**src/rtl/rca_pkg.sv**
```systemverilog
// Shared constants and helpers for the pipelined ripple-carry adder.
package rca_pkg;

  localparam int RCA_WIDTH  = 8;
  localparam int RCA_STAGES = 2;

  // Bits added per pipeline stage.
  function automatic int chunk_width(input int width, input int stages);
    return width / stages;
  endfunction

endpackage

```
**src/rtl/rca_chunk.sv**
```systemverilog
// Combinational CW-bit ripple-carry adder slice used once per pipeline stage.
module rca_chunk
  import rca_pkg::*;
#(
  parameter int CW = chunk_width(RCA_WIDTH, RCA_STAGES)
) (
  input  logic [CW-1:0] a,
  input  logic [CW-1:0] b,
  input  logic          ci,
  output logic [CW-1:0] s,
  output logic          co
);

  logic [CW:0] c;

  always_comb begin
    // NOTE: every output of this block gets a default first, so no path leaves a latch behind.
    c    = '0;
    s    = '0;
    c[0] = ci;
    for (int i = 0; i < CW; i++) begin
      s[i]   = a[i] ^ b[i] ^ c[i];
      c[i+1] = (a[i] & b[i]) | (c[i] & (a[i] ^ b[i]));
    end
  end

  assign co = c[CW];

endmodule

```
**src/rtl/rca_pipe.sv**
```systemverilog
// Pipelined ripple-carry adder, one slice per stage with a global stall.
// Optional macro RCA_PIPE_SUB_EN adds a per-beat 'sub' input (num1 - num2).
module rca_pipe
  import rca_pkg::*;
#(
  parameter int WIDTH  = RCA_WIDTH,
  parameter int STAGES = RCA_STAGES
) (
  input  logic             clk,
  input  logic             reset,
  input  logic             in_valid,
  output logic             in_ready,
  input  logic [WIDTH-1:0] num1,
  input  logic [WIDTH-1:0] num2,
  input  logic             cin,
`ifdef RCA_PIPE_SUB_EN
  input  logic             sub,
`endif
  output logic             out_valid,
  input  logic             out_ready,
  output logic [WIDTH:0]   sum
);

  localparam int CHUNK = chunk_width(WIDTH, STAGES);

  if (WIDTH < 2 || STAGES < 1 || STAGES > WIDTH || (WIDTH % STAGES) != 0) begin : g_bad_params
    $error("rca_pipe: illegal WIDTH=%0d / STAGES=%0d", WIDTH, STAGES);
  end

  // Index k is what stage k consumes; index k+1 is what stage k registered.
  logic             v_s   [STAGES+1];
  logic             c_s   [STAGES+1];
  logic [WIDTH-1:0] s_s   [STAGES+1];
  logic [WIDTH-1:0] a_s   [STAGES];
  logic [WIDTH-1:0] b_s   [STAGES];
  logic             sub_s [STAGES];

  assign in_ready = !out_valid || out_ready;

  assign v_s[0] = in_valid;
  assign s_s[0] = '0;
  assign a_s[0] = num1;
  assign b_s[0] = num2;
`ifdef RCA_PIPE_SUB_EN
  assign sub_s[0] = sub;
`else
  assign sub_s[0] = 1'b0;
`endif
  // Subtraction is num1 + ~num2 + 1, so the carry-in is forced high.
  assign c_s[0] = sub_s[0] ? 1'b1 : cin;

  for (genvar k = 0; k < STAGES; k++) begin : g_stage
    logic [CHUNK-1:0] b_slice;
    logic [CHUNK-1:0] s_slice;
    logic             co;
    logic [WIDTH-1:0] s_next;
    logic             v_q;
    logic             c_q;
    logic [WIDTH-1:0] s_q;

    assign b_slice = b_s[k][k*CHUNK +: CHUNK] ^ {CHUNK{sub_s[k]}};

    rca_chunk #(.CW(CHUNK)) u_chunk (
      .a  (a_s[k][k*CHUNK +: CHUNK]),
      .b  (b_slice),
      .ci (c_s[k]),
      .s  (s_slice),
      .co (co)
    );

    always_comb begin
      s_next                    = s_s[k];
      s_next[k*CHUNK +: CHUNK]  = s_slice;
    end

    // NOTE: data registers are cleared with the valids so nothing stale is ever visible on sum.
    always_ff @(posedge clk or posedge reset) begin
      if (reset) begin
        v_q <= 1'b0;
        c_q <= 1'b0;
        s_q <= '0;
      end else if (in_ready) begin
        // NOTE: sequential state uses non-blocking assignment so all stages shift on the same edge.
        v_q <= v_s[k];
        c_q <= co;
        s_q <= s_next;
      end
    end

    assign v_s[k+1] = v_q;
    assign c_s[k+1] = c_q;
    assign s_s[k+1] = s_q;

    // Operands still to be added travel with the beat; the last stage needs none.
    if (k < STAGES - 1) begin : g_fwd
      logic [WIDTH-1:0] a_q;
      logic [WIDTH-1:0] b_q;
      logic             sub_q;

      always_ff @(posedge clk or posedge reset) begin
        if (reset) begin
          a_q   <= '0;
          b_q   <= '0;
          sub_q <= 1'b0;
        end else if (in_ready) begin
          a_q   <= a_s[k];
          b_q   <= b_s[k];
          sub_q <= sub_s[k];
        end
      end

      assign a_s[k+1]   = a_q;
      assign b_s[k+1]   = b_q;
      assign sub_s[k+1] = sub_q;
    end
  end

  assign out_valid = v_s[STAGES];
  assign sum       = {c_s[STAGES], s_s[STAGES]};

endmodule

```
**config.mk**
```make
export PLATFORM = sky130hd
export DESIGN_NAME = rca_pipe
export DESIGN_NICKNAME = d
export VERILOG_FILES = /design/src/rtl/rca_pkg.sv /design/src/rtl/rca_chunk.sv /design/src/rtl/rca_pipe.sv
export SDC_FILE = /design/constraint.sdc
export NUM_CORES = 1
export LEC_CHECK = 0
export CORE_MARGIN = 5
export CORE_UTILIZATION = 51
export CTS_BUF_LIST = sky130_fd_sc_hd__clkbuf_16
export DETAILED_ROUTE_END_ITERATION = 10
export PLACE_DENSITY = 0.85
export SYNTH_ARGS = -nofsm -noshare
export SYNTH_HDL_FRONTEND = slang
export SYNTH_HIERARCHICAL = 1
export SYNTH_SLANG_ARGS = --single-unit
```
**constraint.sdc**
```tcl
create_clock -name clk -period 5.99 [get_ports clk]
set_input_delay 1.198 -clock clk [delete_from_list [all_inputs] [get_ports clk]]
set_output_delay 1.198 -clock clk [all_outputs]
set_load 0.02 [all_outputs]
```
### Word-level counts from Yosys, hierarchy flattened

Index checks and enable logic that the tools add are counted.

| operators by class | value |
|---|---|
| equal/unequal tests | 0 |
| multipliers | 0 |
| shifts and indexed selects | 0 |
| $lt $le $gt $ge | 0 |
| multiplexer cells | 0 |
| bitwise operators | 40 |
| reduce and logical (&&, ||, !) cells | 2 |
| add/sub/neg operators | 0 |
| div/mod/pow operators | 0 |

Operators with widths:

| operator | count |
|---|---|
| $and 1x1->1 | 16 |
| $xor 1x1->1 | 16 |
| $or 1x1->1 | 8 |
| $logic_not 1->1 | 1 |
| $logic_or 1x1->1 | 1 |

| word-level totals | value |
|---|---|
| memories | 0 |
| output and inout port bits | 11 |
| latch bits | 0 |
| memory bits (read-only) | 0 |
| logic and storage cells | 50 |
| memory bits (writable) | 0 |
| register bits | 32 |
| input bits | 21 |

### Longest topological paths before layout

Gate-level depths: netlist (run 1).

| logic depth | value |
|---|---|
| depth after elaboration | 9 |
| depth in mapped cells | 9 |

### By module

The synthesis (run 1) kept the hierarchy.

Modules (own cells, without submodules):

| module | area an instance (sq um) | sequential area each (sq um) | times used | cells an instance |
|---|---|---|---|---|
| rca_pipe | 992.2 | 600.6 | 1 | 54 |
| rca_chunk | 117.6 | 0.0 | 2 | 14 |

### Worst setup path after synthesis (run 1)

Ideal clock, no wire load.

| path | value |
|---|---|
| path type | input port to flip-flop |
| start | input num1[0] |
| end | register g_stage[0].s_q[3] |
| buffers on the path | 0 |
| setup slack | 3.097 ns |
| required time | 5.926 ns |
| arrival | 2.829 ns |
| stages | 9 |
| setup time | 0.064 ns |
| path through | fa_1 -> inv_1 -> fa_1 -> inv_1 -> fa_1 -> inv_1 -> fa_1 -> inv_1 -> mux2_4 |

| between the ends | value |
|---|---|
| longest elaborated chain between the ends | 8 |
| elaborated cells between the ends (all ways) | 9 |

Ends and longest elaborated chain:

| what | RTL line | source |
|---|---|---|
| start: declaration | rca_pipe.sv:13 | `input logic [WIDTH-1:0] num1,` |
| $xor 1x1->1 | rca_chunk.sv:23 | `c[i+1] = (a[i] & b[i]) \| (c[i] & (a[i] ^ b[i]));` |
| $and 1x1->1 | rca_chunk.sv:23 |  |
| $or 1x1->1 (*) | rca_chunk.sv:23 |  |
| $and 1x1->1 (*) | rca_chunk.sv:23 |  |
| $or 1x1->1 (*) | rca_chunk.sv:23 |  |
| $and 1x1->1 (*) | rca_chunk.sv:23 |  |
| $or 1x1->1 (*) | rca_chunk.sv:23 |  |
| $xor 1x1->1 (*) | rca_chunk.sv:22 | `s[i] = a[i] ^ b[i] ^ c[i];` |
| named net g_stage[0].s_slice[3] | rca_pipe.sv:54 | `logic [CHUNK-1:0] s_slice;` |
| end signal: assignment | rca_pipe.sv:86 | `s_q <= s_next;` |
| end: declaration | rca_pipe.sv:59 | `logic [WIDTH-1:0] s_q;` |

The timed path passes the listed nets; every way through them passes the cells marked *.
A chain may end at the register's enable or synchronous reset.

### Final worst setup path (run 1)

| path | value |
|---|---|
| start | input out_ready |
| end | output in_ready |

| between the ends | value |
|---|---|
| longest elaborated chain between the ends | 1 |

Ends and longest elaborated chain:

| what | RTL line | source |
|---|---|---|
| start: declaration | rca_pipe.sv:20 | `input logic out_ready,` |
| $logic_or 1x1->1 | rca_pipe.sv:38 | `assign in_ready = !out_valid \|\| out_ready;` |
| end: declaration | rca_pipe.sv:12 | `output logic in_ready,` |

Every way passes these cells.

==> results of run 1 <==
==> sequential cells by signal, summed over array words and instances (netlist names) <==
| signal | cells |
|---|---|
| g_stage.g_fwd.a_q | 4 |
| g_stage.v_q | 1 |
| out_valid | 1 |
| g_stage.s_q | 12 |
| g_stage.g_fwd.b_q | 4 |
| g_stage.c_q | 2 |
==> worst register-to-register path, stage by stage, from the launching register on <==
cell and delay [ps]:
dfrtp_1 420, fa_1 440, inv_1 80, fa_1 150, inv_1 50, fa_1 350
inv_1 80, fa_1 400, inv_1 60, mux2_4 130
==> final cells by class <==
| type | instances | share of cell area, % |
|---|---|---|
| tap | 28 | 2.14 |
| clock inverter | 1 | 1.83 |
| multi-input combinational | 33 | 31.0 |
| sequential | 24 | 36.7 |
| inverter | 21 | 4.82 |
| timing repair buffer | 31 | 19.0 |
| clock buffer | 3 | 4.59 |
==> layer usage <==
| layer | wire length (µm) | track usage (%) | up-vias |
|---|---|---|---|
| li1 | - | - | 307 |
| met1 | 803 | 16.3 | 336 |
| met3 | 102 | 5.01 | 4 |
| met4 | 38 | 5.83 | 0 |
| met5 | 0 | 0 | - |
| met2 | 1110 | 24.9 | 15 |
==> through the flow <==
step | util (%) | worst slack, ps | total power, mW
after floorplan | - | 3100 | 0.358
after global placement | 67.9 | 2070 | 0.429
after detailed placement | 67.9 | 2020 | 0.438
after CTS | 72.6 | 2020 | 0.627
after global routing | 72.6 | 1980 | 0.652
final | 72.6 | 2030 | 0.620
==> synth_stat cells <==
library cell	instances	area share, %
dfrtp_1	24	49
inv_1	21	6.4
mux2_4	18	22
fa_1	8	13
mux2_2	5	4.6
buf_6	3	2.8
buf_4	1	0.61
nand2b_1	1	0.51
nand2b_4	1	1.1
==> power breakdown <==
part | switching (mW) | total [mW] | internal [mW]
clock network | 0.0550 | 0.188 | 0.133
logic | 0.0820 | 0.203 | 0.121
registers | 0.0256 | 0.229 | 0.203
==> cell usage in the layout (no fill, tap or decap), drive strengths merged <==
master,n
clkdlybuf4s50,31
fa,8
dfrtp,24
inv,21
clkbuf,3
nand2b,2
bufinv,1
mux2,23
==> worst max path at each step <==
stage | from | to | slack, ps | cells past startpoint
2_1_floorplan | num1[0] | g_stage[0].s_q[3] | 3100 | 9
3_3_place_gp | out_ready | in_ready | 2070 | 3
3_5_place_dp | out_ready | in_ready | 2020 | 3
4_1_cts | out_ready | in_ready | 2020 | 3
5_1_grt | out_ready | in_ready | 1980 | 3
6_report | out_ready | in_ready | 2030 | 3
==> kinds of logic (layout without fill, tap and decap cells) <==
group,count (synthesis),after routing,synth area share (%)
fa+ha+maj,8,8,13.0
buf+inv,25,56,9.79
flops,24,24,48.9
mux,23,23,26.6
simple gates,2,2,1.63
==> flow_metrics.tcl, run 1 <==
set metrics [dict create \
    synthesis.instances 82 \
    seq_area_frac_synth_pct 48.9 \
    io_buffers 31 \
    clock.fmax_ghz 0.253 \
    ioPinCount 32 \
    syn_area_per_cell_um2 15.0 \
    place_area_um2 1530 \
    power_density_nw_per_um2 379 \
    tritoncts "yes" \
    die-area_um2 3490 \
    cp_slowest_cell "clkdlybuf4s50_1" \
    cts-root-buf "clkbuf_16" \
    hold_depth 1 \
    htree_levels 1 \
    cts_hold_buf 0 \
    antenna_found_initial 0 \
    crit_chain "clkdlybuf4s50_1 -> nand2b_4 -> clkdlybuf4s50_1" \
    clk_pin_slew_ps 60 \
    hpwl_um 1520 \
    register_area_um2 601 \
    routed_wl_um 2050 \
    coreArea_um2 2250 \
    num_antenna_cells 0 \
    area_growth_pct 33.3 \
    critPathRequiredTime_ps 4790 \
    cts.sinks 24 \
    cpLargestDelayFamily "buffers and inverters" \
    hp-start "g_stage[0].v_q" \
    final_antenna_net_count 0 \
    layout.cells.non_filler 141 \
    crit_top_cell "clkdlybuf4s50_1" \
    crit_path_max_fanout 25 \
    yosysUniqueCellTypes 9 \
    r2r_start "g_stage[0].g_fwd.a_q[4]" \
    die_w_um 59.1 \
    num_vias 662 \
    maxCapViolations 0 \
    slew_violations 0 \
    start_util_pct 54.4 \
    final_layout_size_suffix_gt1_share_pct 24.8 \
    first_iter_violations 5 \
    fin_nets 143 \
    cp-end-kind "primary output" \
    cp_data_arrival_time_ps 2760 \
    multi_input_area_um2 507 \
    ir_worst_vdd_uv 277 \
    finalCritPeriodShare_pct 66.1 \
    cts_buffers 3 \
    clock_latency_ps 260 \
    period_minus_slack_ps 3960 \
    status "finished clean" \
    setup_violations 0 \
    n_fill_cell 164 \
    postCtsSetupBuffers 0 \
    reg2reg_setup_slack_ps 3780 \
    critPathMaxStageDelay_ps 690 \
    synthesis.area_um2 1230 \
    dpl.cell_count 137 \
    cts_max_path_buffers 2 \
    drt-pass1-iter-count 2 \
    postLayoutCellArea_um2 1640 \
    rsz0062_at_grt "false" \
    cp-start-kind "input pin" \
    slew_headroom_pct 42.4 \
    ys_ff_latch 24 \
    drc 0 \
    overflow 0 \
    p_leak_nw 0.810 \
    die_y_um 59.1 \
    path_buf_inv 2 \
    reg2regPathDepth 9 \
    grt_use_total_pct 14.5 \
    routabilityCongestion 0.688 \
    drt-vias-per-instance 4.70 \
    hold_path_class "flop to flop" \
    grt_pass1_vias 776 \
    fin_skew_ps 4.38 \
    synthesis.nets 111 \
    hold_viol 0 \
    worst_slew_pin_slew_ps 863 \
    yosys_warnings 6 \
    holdWs_ps 462 \
    worst-setup-path-type "input pin to primary output" \
    timing.rr.end "g_stage[1].s_q[7]" \
    cts.repair.resized 0 \
    final.setup.tns_ps 0 \
    grt_max_degree 26 \
    wl_per_cell_um 14.5 \
    whs_endpoint "out_valid" \
    rows 17 \
    grt_first_pass_wirelength_um 3630 \
]
(Power assumes the default switching activity.)
==> inputs of run 2 (changes only) <==
--- a/config.mk
+++ b/config.mk
@@ -6,10 +6,10 @@
 export NUM_CORES = 1
 export LEC_CHECK = 0
 export CORE_MARGIN = 5
-export CORE_UTILIZATION = 51
+export CORE_UTILIZATION = 47
 export CTS_BUF_LIST = sky130_fd_sc_hd__clkbuf_16
 export DETAILED_ROUTE_END_ITERATION = 10
-export PLACE_DENSITY = 0.85
+export PLACE_DENSITY = 0.8
 export SYNTH_ARGS = -nofsm -noshare
 export SYNTH_HDL_FRONTEND = slang
 export SYNTH_HIERARCHICAL = 1
==> constraint.sdc (replaced) <==
create_clock -name clk -period 3.9 [get_ports clk]
set_input_delay 0.78 -clock clk [delete_from_list [all_inputs] [get_ports clk]]
set_output_delay 0.78 -clock clk [all_outputs]
set_load 0.02 [all_outputs]
==> run 2 against run 1 <==
Effect of this change: total power up 41%; clock skew is essentially flat; non-clock buffer count unchanged; count of clock-buffer cells in the layout is the same; die area rose by 7.0%; flip-flop and latch count is the same.
==> flow_metrics.tcl, run 2 (synthesis gave the netlist of run 1 again) <==
set metrics [dict create \
    worst_slew_pin_slew_ps 885 \
    top_regs "g_stage.s_q: 12 flops, g_stage.g_fwd.a_q: 4 flops, g_stage.g_fwd.b_q: 4 flops" \
    cts_hold_buf 0 \
    die_w_um 61.1 \
    status "finished clean" \
    start_util_pct 49.5 \
    cp-start-kind "input pin" \
    cts_buffers 3 \
    multi_input_area_um2 507 \
    cts_max_path_buffers 2 \
    grt_first_pass_wirelength_um 3510 \
    grt_max_degree 26 \
    die-area_um2 3730 \
    postLayoutCellArea_um2 1610 \
    hpwl_um 1430 \
    slew_violations 0 \
    io_buffers 31 \
    register_area_um2 601 \
    final.setup.tns_ps 0 \
    period_minus_slack_ps 3100 \
    routed_wl_um 1910 \
    cts.repair.resized 0 \
    cts.sinks 24 \
    drt-pass1-iter-count 2 \
    wl_per_cell_um 13.4 \
    clock.fmax_ghz 0.323 \
    drc 0 \
    final_antenna_net_count 0 \
    grt_use_total_pct 13.1 \
    final_common_cell "clkdlybuf4s50_1" \
    setup_violations 0 \
    cp-end-kind "primary output" \
    die_y_um 61.1 \
    final_layout_size_suffix_gt1_share_pct 24.1 \
    met2_usage_pct 22.8 \
    clock_latency_ps 250 \
    overflow 0 \
    path_buf_inv 2 \
    worst-setup-path-type "input pin to primary output" \
    drt-vias-per-instance 4.63 \
    grt.busiest_layer "met2" \
    fin_nets 143 \
    num_vias 658 \
    crit_chain "clkdlybuf4s50_1 -> nand2b_4 -> clkdlybuf4s50_1" \
    cts-root-buf "clkbuf_16" \
    critPathMaxStageDelay_ps 690 \
    hold_viol 0 \
    maxCapViolations 0 \
    globalRouteMet1Util_pct 14.9 \
    coreArea_um2 2480 \
    largest_reg_flops 12 \
    clk_pin_slew_ps 60 \
    crit_path_max_fanout 25 \
    num_antenna_cells 0 \
    power_density_nw_per_um2 545 \
    grt_pass1_vias 798 \
    htree_levels 1 \
    antenna_found_initial 0 \
    place_area_um2 1530 \
    rows 18 \
    p_leak_nw 0.796 \
    mostFrequentLayoutCells "31 x clkdlybuf4s50_1, 24 x dfrtp_1, 21 x inv_1" \
    critPathRequiredTime_ps 3120 \
    postCtsSetupBuffers 0 \
    met3_usage_pct 4.40 \
    cp_data_arrival_time_ps 2320 \
    finalCritPeriodShare_pct 79.4 \
    rsz0062_at_grt "false" \
    cpLargestDelayFamily "buffers and inverters" \
    n_fill_cell 186 \
    top_register "g_stage.s_q" \
    area_growth_pct 31.1 \
    fin_skew_ps 4.59 \
    slew_headroom_pct 41.0 \
    routabilityCongestion 0.728 \
    ioPinCount 32 \
    hold_path_class "flop to flop" \
    ir_worst_vdd_uv 469 \
    cp_slowest_cell "clkdlybuf4s50_1" \
    tritoncts "yes" \
    first_iter_violations 4 \
    crit_top_cell "clkdlybuf4s50_1" \
]
==> run 2: layout make-up <==
type                            instances  share of cell area [%]
Multi-Input combinational cell         33                    31.5
Clock buffer                            3                    4.67
Timing Repair Buffer                   31                    19.3
Sequential cell                        24                    37.3
Inverter                               21                    4.90
Tap cell                               30                    2.33
==> run 2: worst paths after layout <==
kind                       slack (ps)                     from  cells past startpoint                 endpoint
setup / recovery                  800                out_ready                      3                 in_ready
hold / removal                    470           g_stage[0].v_q                      1                out_valid
setup reg to reg                 1710  g_stage[0].g_fwd.a_q[4]                      9        g_stage[1].s_q[7]
hold reg to reg                   470           g_stage[0].v_q                      1                out_valid
max in group asynchronous        2330                    reset                      2  g_stage[0].g_fwd.b_q[6]
min in group asynchronous        1020                    reset                      2        g_stage[0].s_q[1]
==> run 2: where the power goes <==
group	total (mW)	internal [mW]	switching [mW]
logic	0.313	0.187	0.126
clock network	0.213	0.135	0.0782
registers	0.350	0.312	0.0384
==> run 2: layer usage <==
layer	wire, µm	part of all wire (%)
met5	0	0
met4	27	1.4
met3	84	4.4
met2	999	52
met1	796	42
==> run 2: metrics by stage <==
step	hold slack, ps	worst slack, ps	util (%)	cells	power, mW
floorplan	430	1430	-	82	0.550
global placement	444	808	61.9	139	0.660
detailed placement	453	798	61.9	139	0.670
CTS	474	795	64.9	142	0.891
global route	508	758	64.9	142	0.930
finish	470	805	64.9	142	0.877
==> inputs of run 3 (changes only) <==
==> constraint.sdc (replaced) <==
create_clock -name clk -period 3.02 [get_ports clk]
set_input_delay 0.604 -clock clk [delete_from_list [all_inputs] [get_ports clk]]
set_output_delay 0.604 -clock clk [all_outputs]
set_load 0.02 [all_outputs]
==> run 3 against run 2 <==
Effect of this change: largest cell class unchanged; highest routed layer unchanged; count of clock-buffer cells in the layout did not move; largest power group unchanged; register-to-register slack got worse by 910 ps; non-clock buffer count rose by 1; cell area rose by 0.70%; final cell count rose by 1.4%.
==> flow_metrics.tcl, run 3 (synthesis gave the netlist of run 1 again) <==
set metrics [dict create \
    htree_levels 1 \
    hpwl_um 1510 \
    top_register "g_stage.s_q" \
    layout_setup_ws_ps 455 \
    register_area_um2 601 \
    largest_reg_flops 12 \
    num_vias 681 \
    die-area_um2 3730 \
    final_antenna_net_count 0 \
    mostFrequentLayoutCells "31 x clkdlybuf4s50_1, 24 x dfrtp_1, 21 x inv_1" \
    whs_endpoint "out_valid" \
    num_antenna_cells 0 \
    ir_worst_vdd_uv 732 \
    postLayoutCellArea_um2 1620 \
    hold_viol 0 \
    cts.repair.resized 0 \
    reg2regPathDepth 9 \
    place_area_um2 1540 \
    critPathMaxStageDelay_ps 440 \
    io_buffers 31 \
    cp_slowest_cell "fa_1" \
    drc 0 \
    hold_path_class "flop to flop" \
    setup_violations 0 \
    drt-pass1-iter-count 3 \
    rsz0062_at_grt "false" \
    final.setup.tns_ps 0 \
    final_common_cell "clkdlybuf4s50_1" \
    start_util_pct 49.5 \
    fin_nets 144 \
    maxCapViolations 0 \
    pre_cts_slack_ps 180 \
    wl_per_cell_um 14.2 \
    worst-setup-path-type "input pin to flop" \
    grt_pass1_vias 755 \
    drt-vias-per-instance 4.73 \
    rows 18 \
    grt_max_degree 25 \
    fin_util_pct 65.4 \
    cts-root-buf "clkbuf_16" \
    clock.fmax_ghz 0.390 \
    reg2reg_setup_slack_ps 800 \
    layout.cells.non_filler 144 \
    hp-start "g_stage[0].v_q" \
    clock_latency_ps 260 \
    slew_violations 0 \
    period_minus_slack_ps 2560 \
    routed_wl_um 2040 \
    die_w_um 61.1 \
    first_iter_violations 6 \
    cts_hold_buf 0 \
    grt_first_pass_wirelength_um 3360 \
    antenna_found_initial 0 \
    crit_path_max_fanout 1 \
    overflow 0 \
    fin_skew_ps 3.23 \
    final_layout_size_suffix_gt1_share_pct 24.6 \
    finalPower_mw 1.15 \
    timing.rr.end "g_stage[1].s_q[7]" \
    routabilityCongestion 0.703 \
    postCtsSetupBuffers 0 \
    tritoncts "yes" \
    hold_depth 1 \
    die_y_um 61.1 \
    status "finished clean" \
    critPathRequiredTime_ps 3220 \
    grt_use_total_pct 12.7 \
    cts.sinks 24 \
    r2r_start "g_stage[0].g_fwd.a_q[4]" \
    cp-start-kind "input pin" \
    area_growth_pct 32.0 \
    multi_input_area_um2 507 \
    coreArea_um2 2480 \
    power_density_nw_per_um2 708 \
    dpl.cell_count 140 \
    cts_buffers 3 \
    crit_chain "clkdlybuf4s50_1 -> fa_1 -> inv_1 -> fa_1 -> inv_1 -> fa_1 -> inv_1 -> fa_1 -> inv_1 -> mux2_4" \
    top_regs "g_stage.s_q: 12 flops, g_stage.g_fwd.a_q: 4 flops, g_stage.g_fwd.b_q: 4 flops" \
    n_fill_cell 189 \
    cp-end-kind "flop" \
    worst_slew_pin_slew_ps 877 \
    slew_headroom_pct 41.5 \
    finalCritPeriodShare_pct 84.9 \
    cp_data_arrival_time_ps 2770 \
    clk_pin_slew_ps 60 \
    holdWs_ps 465 \
    p_leak_nw 0.802 \
    cts_max_path_buffers 2 \
    ioPinCount 32 \
]
-- run 3: worst max-delay path by stage --
stage / startpoint / endpoint / cells after the start
finish: num1[0] / g_stage[0].s_q[3] / 10
global route: num1[0] / g_stage[0].s_q[3] / 10
CTS: num1[0] / g_stage[0].s_q[3] / 10
detailed placement: num1[0] / g_stage[0].s_q[3] / 10
global placement: num1[0] / g_stage[0].s_q[3] / 10
floorplan: num1[0] / g_stage[0].s_q[3] / 9
-- run 3: cell type report --
| cell class | instances | area share [%] |
|---|---|---|
| tap | 30 | 2.32 |
| clock buffer | 3 | 4.63 |
| sequential | 24 | 37.1 |
| clock inverter | 1 | 0.232 |
| timing repair buffer | 32 | 19.6 |
| inverter | 21 | 4.86 |
| multi-input combinational | 33 | 31.3 |
-- run 3: report_power, final --
part | leakage (nW) | switching, mW | internal, mW
registers | 0.279 | 0.0486 | 0.403
clock network | 0.0385 | 0.111 | 0.177
logic | 0.485 | 0.164 | 0.243
total | 0.802 | 0.323 | 0.823
-- run 3: per-layer routing --
metal  global-route usage [%]  wire length (µm)
met1                     13.9               758
met2                     22.1              1140
met3                     5.24               116
met4                     4.64                29
met5                        0                 0
-- run 3: critical path, delay by kind of cell --
family | cells | cell delay [ps]
buffers and inverters | 5 | 680
adders and majority gates | 4 | 1330
muxes | 1 | 130
